<file path="src/rtl/tdm_mux8.sv">
// tdm_mux8: time-division multiplexer. A frame of N_LANES lane values and an
// enable mask is accepted through a valid/ready handshake, then the enabled
// lanes are sent one per beat, in ascending order, over a single output
// channel. Each beat carries its lane index on out_sel, which drives the
// select input of the matching 1-to-N lane demultiplexer on the receive side.
// Frames whose mask is all zero are accepted but produce no beats. They are
// counted in a saturating drop counter.

module tdm_mux8 #(
    parameter  int N_LANES = 8,
    parameter  int W       = 1,
    localparam int SW      = $clog2(N_LANES)
) (
    input  logic                 clk,
    input  logic                 rst_n,
    input  logic                 in_valid,
    output logic                 in_ready,
    input  logic [N_LANES*W-1:0] in_data,
    input  logic [N_LANES-1:0]   in_mask,
    output logic                 out_valid,
    input  logic                 out_ready,
    output logic [W-1:0]         out_data,
    output logic [SW-1:0]        out_sel,
    output logic                 out_last,
    output logic [15:0]          drop_cnt
);

    typedef enum logic {
        S_IDLE = 1'b0,
        S_SEND = 1'b1
    } state_t;

    localparam logic [15:0] DROP_MAX = 16'hFFFF;

    // Index of the lowest set mask bit. This is a pure priority encoder, and
    // an all-zero mask yields 0.
    function automatic logic [SW-1:0] f_lowest(input logic [N_LANES-1:0] mask);
        logic [SW-1:0] idx;
        idx = '0;
        for (int k = N_LANES - 1; k >= 0; k--) begin
            if (mask[k]) idx = SW'(k);
        end
        return idx;
    endfunction

    // Mask bits strictly above lane idx. For the top lane, 2 << idx wraps to
    // zero in N_LANES bits, so the whole mask is cleared as intended.
    function automatic logic [N_LANES-1:0] f_above(input logic [N_LANES-1:0] mask,
                                                   input logic [SW-1:0]      idx);
        logic [N_LANES-1:0] w_upto;
        w_upto = (N_LANES'(2) << idx) - N_LANES'(1);
        return mask & ~w_upto;
    endfunction

    // Value of lane idx within a packed frame.
    function automatic logic [W-1:0] f_lane(input logic [N_LANES*W-1:0] frame,
                                            input logic [SW-1:0]        idx);
        return frame[int'(idx)*W +: W];
    endfunction

    state_t                 r_state;
    logic                   r_started;
    logic [N_LANES*W-1:0]   r_buf;
    logic [N_LANES-1:0]     r_mask;
    logic [SW-1:0]          r_sel;
    logic                   r_out_valid;
    logic [W-1:0]           r_out_data;
    logic [SW-1:0]          r_out_sel;
    logic                   r_out_last;
    logic [15:0]            r_drop_cnt;

    logic                   w_accept;
    logic                   w_consume;
    logic [SW-1:0]          w_in_sel;
    logic                   w_in_last;
    logic [SW-1:0]          w_next_sel;
    logic                   w_next_last;

    // in_ready is held low during reset and opens on the first edge after
    // release. A consumed last beat lets the next frame in without a bubble.
    assign in_ready = r_started &&
                      ((r_state == S_IDLE) || (r_out_valid && out_ready && r_out_last));

    // Handshake qualifiers and lane search for both the incoming frame and
    // the frame in flight.
    always_comb begin
        // NOTE: every signal gets a default value first so that no path can
        // leave one unassigned and infer a latch.
        w_accept    = 1'b0;
        w_consume   = 1'b0;
        w_in_sel    = '0;
        w_in_last   = 1'b0;
        w_next_sel  = '0;
        w_next_last = 1'b0;

        w_accept    = in_valid && in_ready;
        w_consume   = r_out_valid && out_ready;
        w_in_sel    = f_lowest(in_mask);
        w_in_last   = (f_above(in_mask, w_in_sel) == '0);
        w_next_sel  = f_lowest(f_above(r_mask, r_sel));
        w_next_last = (f_above(r_mask, w_next_sel) == '0);
    end

    // Control FSM with registered outputs. Frames are loaded on accept, sel
    // advances on each consumed beat, and all state holds under backpressure.
    always_ff @(posedge clk or negedge rst_n) begin
        // NOTE: the frame buffer is an ordinary register, not a memory, and is
        // cleared on reset like the rest of the state. Sequential state uses
        // non-blocking assignment only.
        if (!rst_n) begin
            r_state     <= S_IDLE;
            r_started   <= 1'b0;
            r_buf       <= '0;
            r_mask      <= '0;
            r_sel       <= '0;
            r_out_valid <= 1'b0;
            r_out_data  <= '0;
            r_out_sel   <= '0;
            r_out_last  <= 1'b0;
            r_drop_cnt  <= '0;
        end else begin
            r_started <= 1'b1;
            if (w_accept) begin
                r_buf  <= in_data;
                r_mask <= in_mask;
                r_sel  <= w_in_sel;
                if (in_mask != '0) begin
                    r_state     <= S_SEND;
                    r_out_valid <= 1'b1;
                    r_out_sel   <= w_in_sel;
                    r_out_data  <= f_lane(in_data, w_in_sel);
                    r_out_last  <= w_in_last;
                end else begin
                    r_state     <= S_IDLE;
                    r_out_valid <= 1'b0;
                    if (r_drop_cnt != DROP_MAX) begin
                        r_drop_cnt <= r_drop_cnt + 16'd1;
                    end
                end
            end else if (w_consume) begin
                if (r_out_last) begin
                    // Frame finished with nothing waiting. The data, sel and
                    // last outputs keep their final values.
                    r_state     <= S_IDLE;
                    r_out_valid <= 1'b0;
                end else begin
                    r_sel       <= w_next_sel;
                    r_out_sel   <= w_next_sel;
                    r_out_data  <= f_lane(r_buf, w_next_sel);
                    r_out_last  <= w_next_last;
                end
            end
        end
    end

    assign out_valid = r_out_valid;
    assign out_data  = r_out_data;
    assign out_sel   = r_out_sel;
    assign out_last  = r_out_last;
    assign drop_cnt  = r_drop_cnt;

endmodule

</file>
<file path="config.mk">
export PLATFORM = sky130hd
export DESIGN_NAME = tdm_mux8
export DESIGN_NICKNAME = d
export VERILOG_FILES = /design/src/rtl/tdm_mux8.sv
export SDC_FILE = /design/constraint.sdc
export NUM_CORES = 1
export LEC_CHECK = 0
export BUFFER_PORTS_ARGS = -buffer_cell sky130_fd_sc_hd__buf_2
export CORE_AREA = 4 4 80 82
export CTS_CLUSTER_SIZE = 10
export DETAILED_ROUTE_END_ITERATION = 16
export DIE_AREA = 0 0 84 86
export GPL_TIMING_DRIVEN = 0
export PLACE_DENSITY = 0.65
export SYNTH_ARGS = -nofsm -noshare
export SYNTH_HDL_FRONTEND = slang
export SYNTH_SLANG_ARGS = --single-unit
</file>
<file path="constraint.sdc">
create_clock -name clk -period 3.5 [get_ports clk]
set_clock_uncertainty 0.15 [all_clocks]
set_input_delay 0.35 -clock clk [delete_from_list [all_inputs] [get_ports clk]]
set_output_delay 0.35 -clock clk [all_outputs]
set_load 0.005 [all_outputs]
</file>
Yosys cells after proc, flatten, opt, wreduce, memory -nomap -nowiden
Index checks and enable logic that the tools add are counted.
Storage, ports and cells
  logic and storage cells: 77
  bits in registers: 42
  bits of input ports: 20
  output and inout port bits: 23
Operators by class
  add/sub/neg operators: 4
  shift operators: 5
  reductions and logical operators: 15
  muxes and demuxes: 33
  equal/unequal tests: 3
  bitwise logic cells: 8
Operators by type and width (number)
  $mux W3: 21
  $and A8 B8 Y8: 3
  $not A8 Y8: 3
  $shl A2 B3 Y8 const A: 3
  $sub A8 B2 Y8 const B: 3
  $add A16 B1 Y16 const B: 1
  $logic_not A8 Y1: 2
  $ne A16 B16 Y1 const B: 1
  $shiftx A8 B4 Y1: 2
  $mux W1: 12
  $reduce_bool A8 Y1: 1
  $reduce_and A2 Y1: 3
  $reduce_and A3 Y1: 2
  $logic_and A1 B1 Y1: 4
  $ne A2 B1 Y1 const B: 2
  $reduce_bool A2 Y1: 2
  $not A1 Y1: 2
  $logic_or A1 B1 Y1: 1

Depth between registers and ports, before layout
  word-level depth: 20
  gate-level depth with buffers: 13
  depth with buffers taken out: 12

Least setup slack after synthesis
OpenSTA, ideal clock, no wires.
  path type: reg-to-reg
  start point: register r_sel[0]
  end point: register r_out_last, in the netlist out_last
  setup slack: 0.824 ns
  arrival time: 2.446 ns
  path buffers: 1
  clock period less this slack: 2.676 ns
  data required time: 3.270 ns
  setup time: 0.080 ns
  stages on the path, launching flop included: 13
  cell sequence: dfrtp_1 -> or2b_2 -> nor3_1 -> or2_0 -> buf_2 -> nand3_1 -> ha_1 -> inv_1 -> xnor2_1 -> a211o_2 -> a311oi_2 -> o31ai_1 -> o211ai_2
Between the ends
  word-level cells in the longest chain between the ends: 20
RTL lines
  start, declared: RTL line 65  | logic [SW-1:0] r_sel;
  start signal, assigned: RTL line 126  | r_sel <= w_in_sel;
  start signal, assigned: RTL line 147  | r_sel <= w_next_sel;
  $shl A2 B3 Y8 (*): RTL line 51  | w_upto = (N_LANES'(2) << idx) - N_LANES'(1);
  $sub A8 B2 Y8 (*): RTL line 51
  $not A8 Y8 (*): RTL line 52  | return mask & ~w_upto;
  $and A8 B8 Y8 (*): RTL line 52
  $mux W3 (7 in a row): RTL line 41  | if (mask[k]) idx = SW'(k);
  $mux W3 (*): RTL line 41
  $shl A2 B3 Y8 (*): RTL line 51
  $sub A8 B2 Y8 (*): RTL line 51
  $not A8 Y8 (*): RTL line 52
  $and A8 B8 Y8 (*): RTL line 52
  $logic_not A8 Y1 (*): RTL line 101  | w_next_last = (f_above(r_mask, w_next_sel) == '0);
  $mux W1 (*): RTL line 141  | if (r_out_last) begin
  $mux W1 (*): RTL line 140  | end else if (w_consume) begin
  $mux W1 (*): RTL line 123  | if (w_accept) begin
  end signal, assigned: RTL line 132  | r_out_last <= w_in_last;
  end signal, assigned: RTL line 150  | r_out_last <= w_next_last;
  end, declared: RTL line 69  | logic r_out_last;
Every way passes the cells marked *; elsewhere a longest branch is shown, timed or not. The select of a mux whose other input is x is not followed.
A chain may end at the register's enable or synchronous reset.

Final worst setup path
Ends and elaborated chain as after synthesis.

==> impl_metrics.csv <==
group,metric,value,unit
clock_network,clk_pin_slew,0.08,ns
yosys,ys_seq_elements,41,
sta,finalHoldViolations,0,
drt,drc_errors,0,
power,p_leak,1.41,nW
critical_path,worstSetupStartpointType,"flop",
finish,fin_nets,357,
yosys,ys_types,62,
drt,via_count,2170,
floorplan,die_x,84,µm
finish,mostFrequentLayoutCell,"nand2_1",
global_routing,grt_usage,16.8,%
drt,drt_iter0_markers,85,
global_routing,grt_first_pass_wirelength,9890,µm
yosys,ys_async_sr_fraction,100,%
clock_network,cts_tree,"yes",
hold_path,hp-class,"input pin to async pin",
sta,tns,0,ns
clock_network,ctsHoldBuffers,0,
sta,worst_pin_slew,0.891,ns
floorplan,start_util,43.8,%
yosys,synth_seq_area_share,40.8,%
yosys,synth.cell_area,0.00252,mm²
drt,top_layer,"met4",
drt,route.met2.wl,2590,µm
critical_path,arrival,3.08,ns
drt,wl,5780,µm
finish,drive_gt1_share,22.1,%
clock_network,cts_sinks,41,
place,dp_hpwl,4430,µm
yosys,syn_nets,310,
power,sequentialPowerShare,32.8,%
yosys,synth_compound_area_share,18.2,%
run_status,status,"complete, no violations",
sta,relSlewSlack,40.6,%
critical_path,worstSetupPathType,"flop to flop",
critical_path,path_max_fanout,10,
global_routing,grt_max_degree,42,
critical_path,timing.reg2reg.setup_slack,0.49,ns
place,port_buffers,40,
floorplan,rows,28,
drt,antenna_left,0,
yosys,synth_fa_ha_area_share,1.49,%
drt,met3_length,281,µm
critical_path,worstSetupEndpointType,"flop",
clock_network,cts_setup_buffers,0,
sta,timing.final.crit_share,86.0,%
floorplan,pin_count,43,
power,power_density,783,mW/mm²
clock_network,htree_levels,2,
yosys,synth_mux_area_share,5.47,%
place,gp_congestion,0.882,
global_routing,grt_overflow_total,0,
finish,most-common-layout-cells,"nand2_1 (66), buf_2 (44), dfrtp_1 (41)",
clock_network,cts_made_buffers,5,
finish,final_util,51.0,%
yosys,synthSimpleGateAreaFrac,24.5,%
floorplan,core-area,0.00575,mm²
critical_path,cpMaxStageDelayCell,"dfrtp_1",
power,comb_power_share,49.9,%
floorplan,chipHeight,86,µm
clock_network,cts_buffer_depth,2,
critical_path,path_buf_inv,1,
finish,areaGrowthSynthToFinish,16.5,%
global_routing,grt_pass1_vias,2052,
power,power,2.29,mW
global_routing,grt_antenna_before_repair,0,
finish,nFillCells,583,
finish,stdcell_area,0.00293,mm²
sta,rsz0062_at_grt,"false",
clock_network,ctsResizeCount,0,
power,pwr-share-clk,17.2,%
clock_network,cts_root_buf,"clkbuf_8",
power,p_int,1.34,mW
yosys,ys.warnings.count,0,
sta,setup_ws,0.489,ns
drt,routed_via_density,5.29,
sta,max_freq,332,MHz
place,post-place-ws,0.515,ns
sta,finalSetupViolations,0,
place,place_area,0.00281,mm²
yosys,synth_flop_cell,"dfrtp_1",
critical_path,cp_data_required_time,3.57,ns
power,p_sw,0.952,mW
drt,met1Wirelength,2800,µm
critical_path,path_cells,"and2b_2, o21ai_0, a21oi_1, o21ai_2, nand3_1, ha_1, inv_1, xnor2_1, a211o_2, a311oi_2, o31ai_1, o211ai_2",
sta,maxSlewViolCount,0,
drt,wl_per_cell,14.1,µm
flow_run,max_cap_violations,0,
critical_path,max_stage_delay,0.46,ns
yosys,synth_cells,287,
power,swShare,41.5,%
power,ir_drop,0.000499,V
yosys,syn_area_per_cell,8.77,µm²
yosys,synth_xor_area_share,5.92,%
critical_path,cp_top_family,"compound AO/OA/AOI/OAI gates",
yosys,synth_edf_count,0,
floorplan,dieArea,0.00722,mm²
yosys,synth_top_family_by_area,"simple AND/OR/NAND/NOR gates",
clock_network,clock_latency,0.29,ns
drt,firstDrtPassIters,4,
finish,num_antenna_cells,0,
sta,layout_min_cycle_time,3.01,ns
-- path summary, 6_finish.rpt --
check / from / to / cells after the start
hold reg to reg: r_buf[7] / r_buf[7] / 2
hold / removal: rst_n / r_sel[1] / 1
min in group clk: in_data[7] / r_buf[7] / 3
setup / recovery: r_sel[0] / out_last / 12
setup reg to reg: r_sel[0] / out_last / 12
max in group asynchronous: rst_n / r_buf[0] / 1
-- registers in the layout, summed over array words and instances (netlist names) --
name,count
drop_cnt,16
r_buf,8
r_mask,7
out_sel,3
r_sel,3
out_data,1
out_last,1
out_valid,1
r_started,1
-- per-layer routing --
layer  vias up  global-route usage, %
met5         -                      0
met4         0                   6.14
met3        10                   3.17
met2        50                   25.2
met1      1007                   24.1
li1       1103                      -
-- power by group through the flow --
stage	Combinational (mW)	Sequential, mW	Clock, mW
floorplan	0.882	0.718	0
global placement	1.12	0.761	0
detailed placement	1.14	0.762	0
CTS	1.15	0.751	0.405
global route	1.29	0.775	0.425
finish	1.14	0.753	0.395
-- cell type report --
class | instances | area [µm²] | area share, %
well taps | 75 | 93.8 | 3.20
repair buffers | 40 | 200 | 6.83
flip-flops and latches | 41 | 1030 | 35.0
inverters | 12 | 45.0 | 1.54
multi-input cells | 224 | 1400 | 47.9
plain buffers | 10 | 42.5 | 1.45
clock buffers | 6 | 82.6 | 2.82
clock inverters | 2 | 37.5 | 1.28
-- cells in the mapped netlist (2+ instances only) --
master	number	area share [%]
mux2i_1	7	2.8
o22ai_1	2	0.50
nor3_1	5	0.99
nand2b_1	2	0.50
nand2_1	66	9.8
o311a_1	2	0.80
nand4_1	3	0.75
mux2_2	4	1.8
and4_1	4	1.4
o311ai_0	2	0.70
o211ai_1	3	0.90
buf_2	4	0.80
o31ai_1	2	0.60
o21ai_0	14	2.8
nand3_1	13	2.6
and2b_2	2	0.70
o21bai_1	3	0.90
ha_1	3	1.5
o21a_1	2	0.60
clkbuf_1	6	0.90
xor2_1	6	2.1
nor2_1	15	2.2
or2b_2	2	0.70
or3_1	2	0.50
a21oi_1	11	2.2
dfrtp_1	41	41
a31oi_1	2	0.50
xnor2_1	11	3.8
inv_1	12	1.8
nor4_1	2	0.50
nor2b_1	3	0.75
-- kinds of logic after synthesis --
| kind of cell | after synthesis |
|---|---|
| compound gates | 63 |
| xor+xnor | 17 |
| fa+ha+maj | 3 |
| buf+inv | 22 |
| flops | 41 |
| mux | 12 |
| other cells | 1 |
| simple gates | 128 |
-- per-stage QoR --
stage	std cells	hold slack, ns
after floorplan	287	-0.0956
after global placement	402	0.307
after detailed placement	402	0.308
after CTS	410	0.0674
after global routing	410	0.113
final	410	0.0233
No activity file was read; power rests on OpenSTA's default activity.
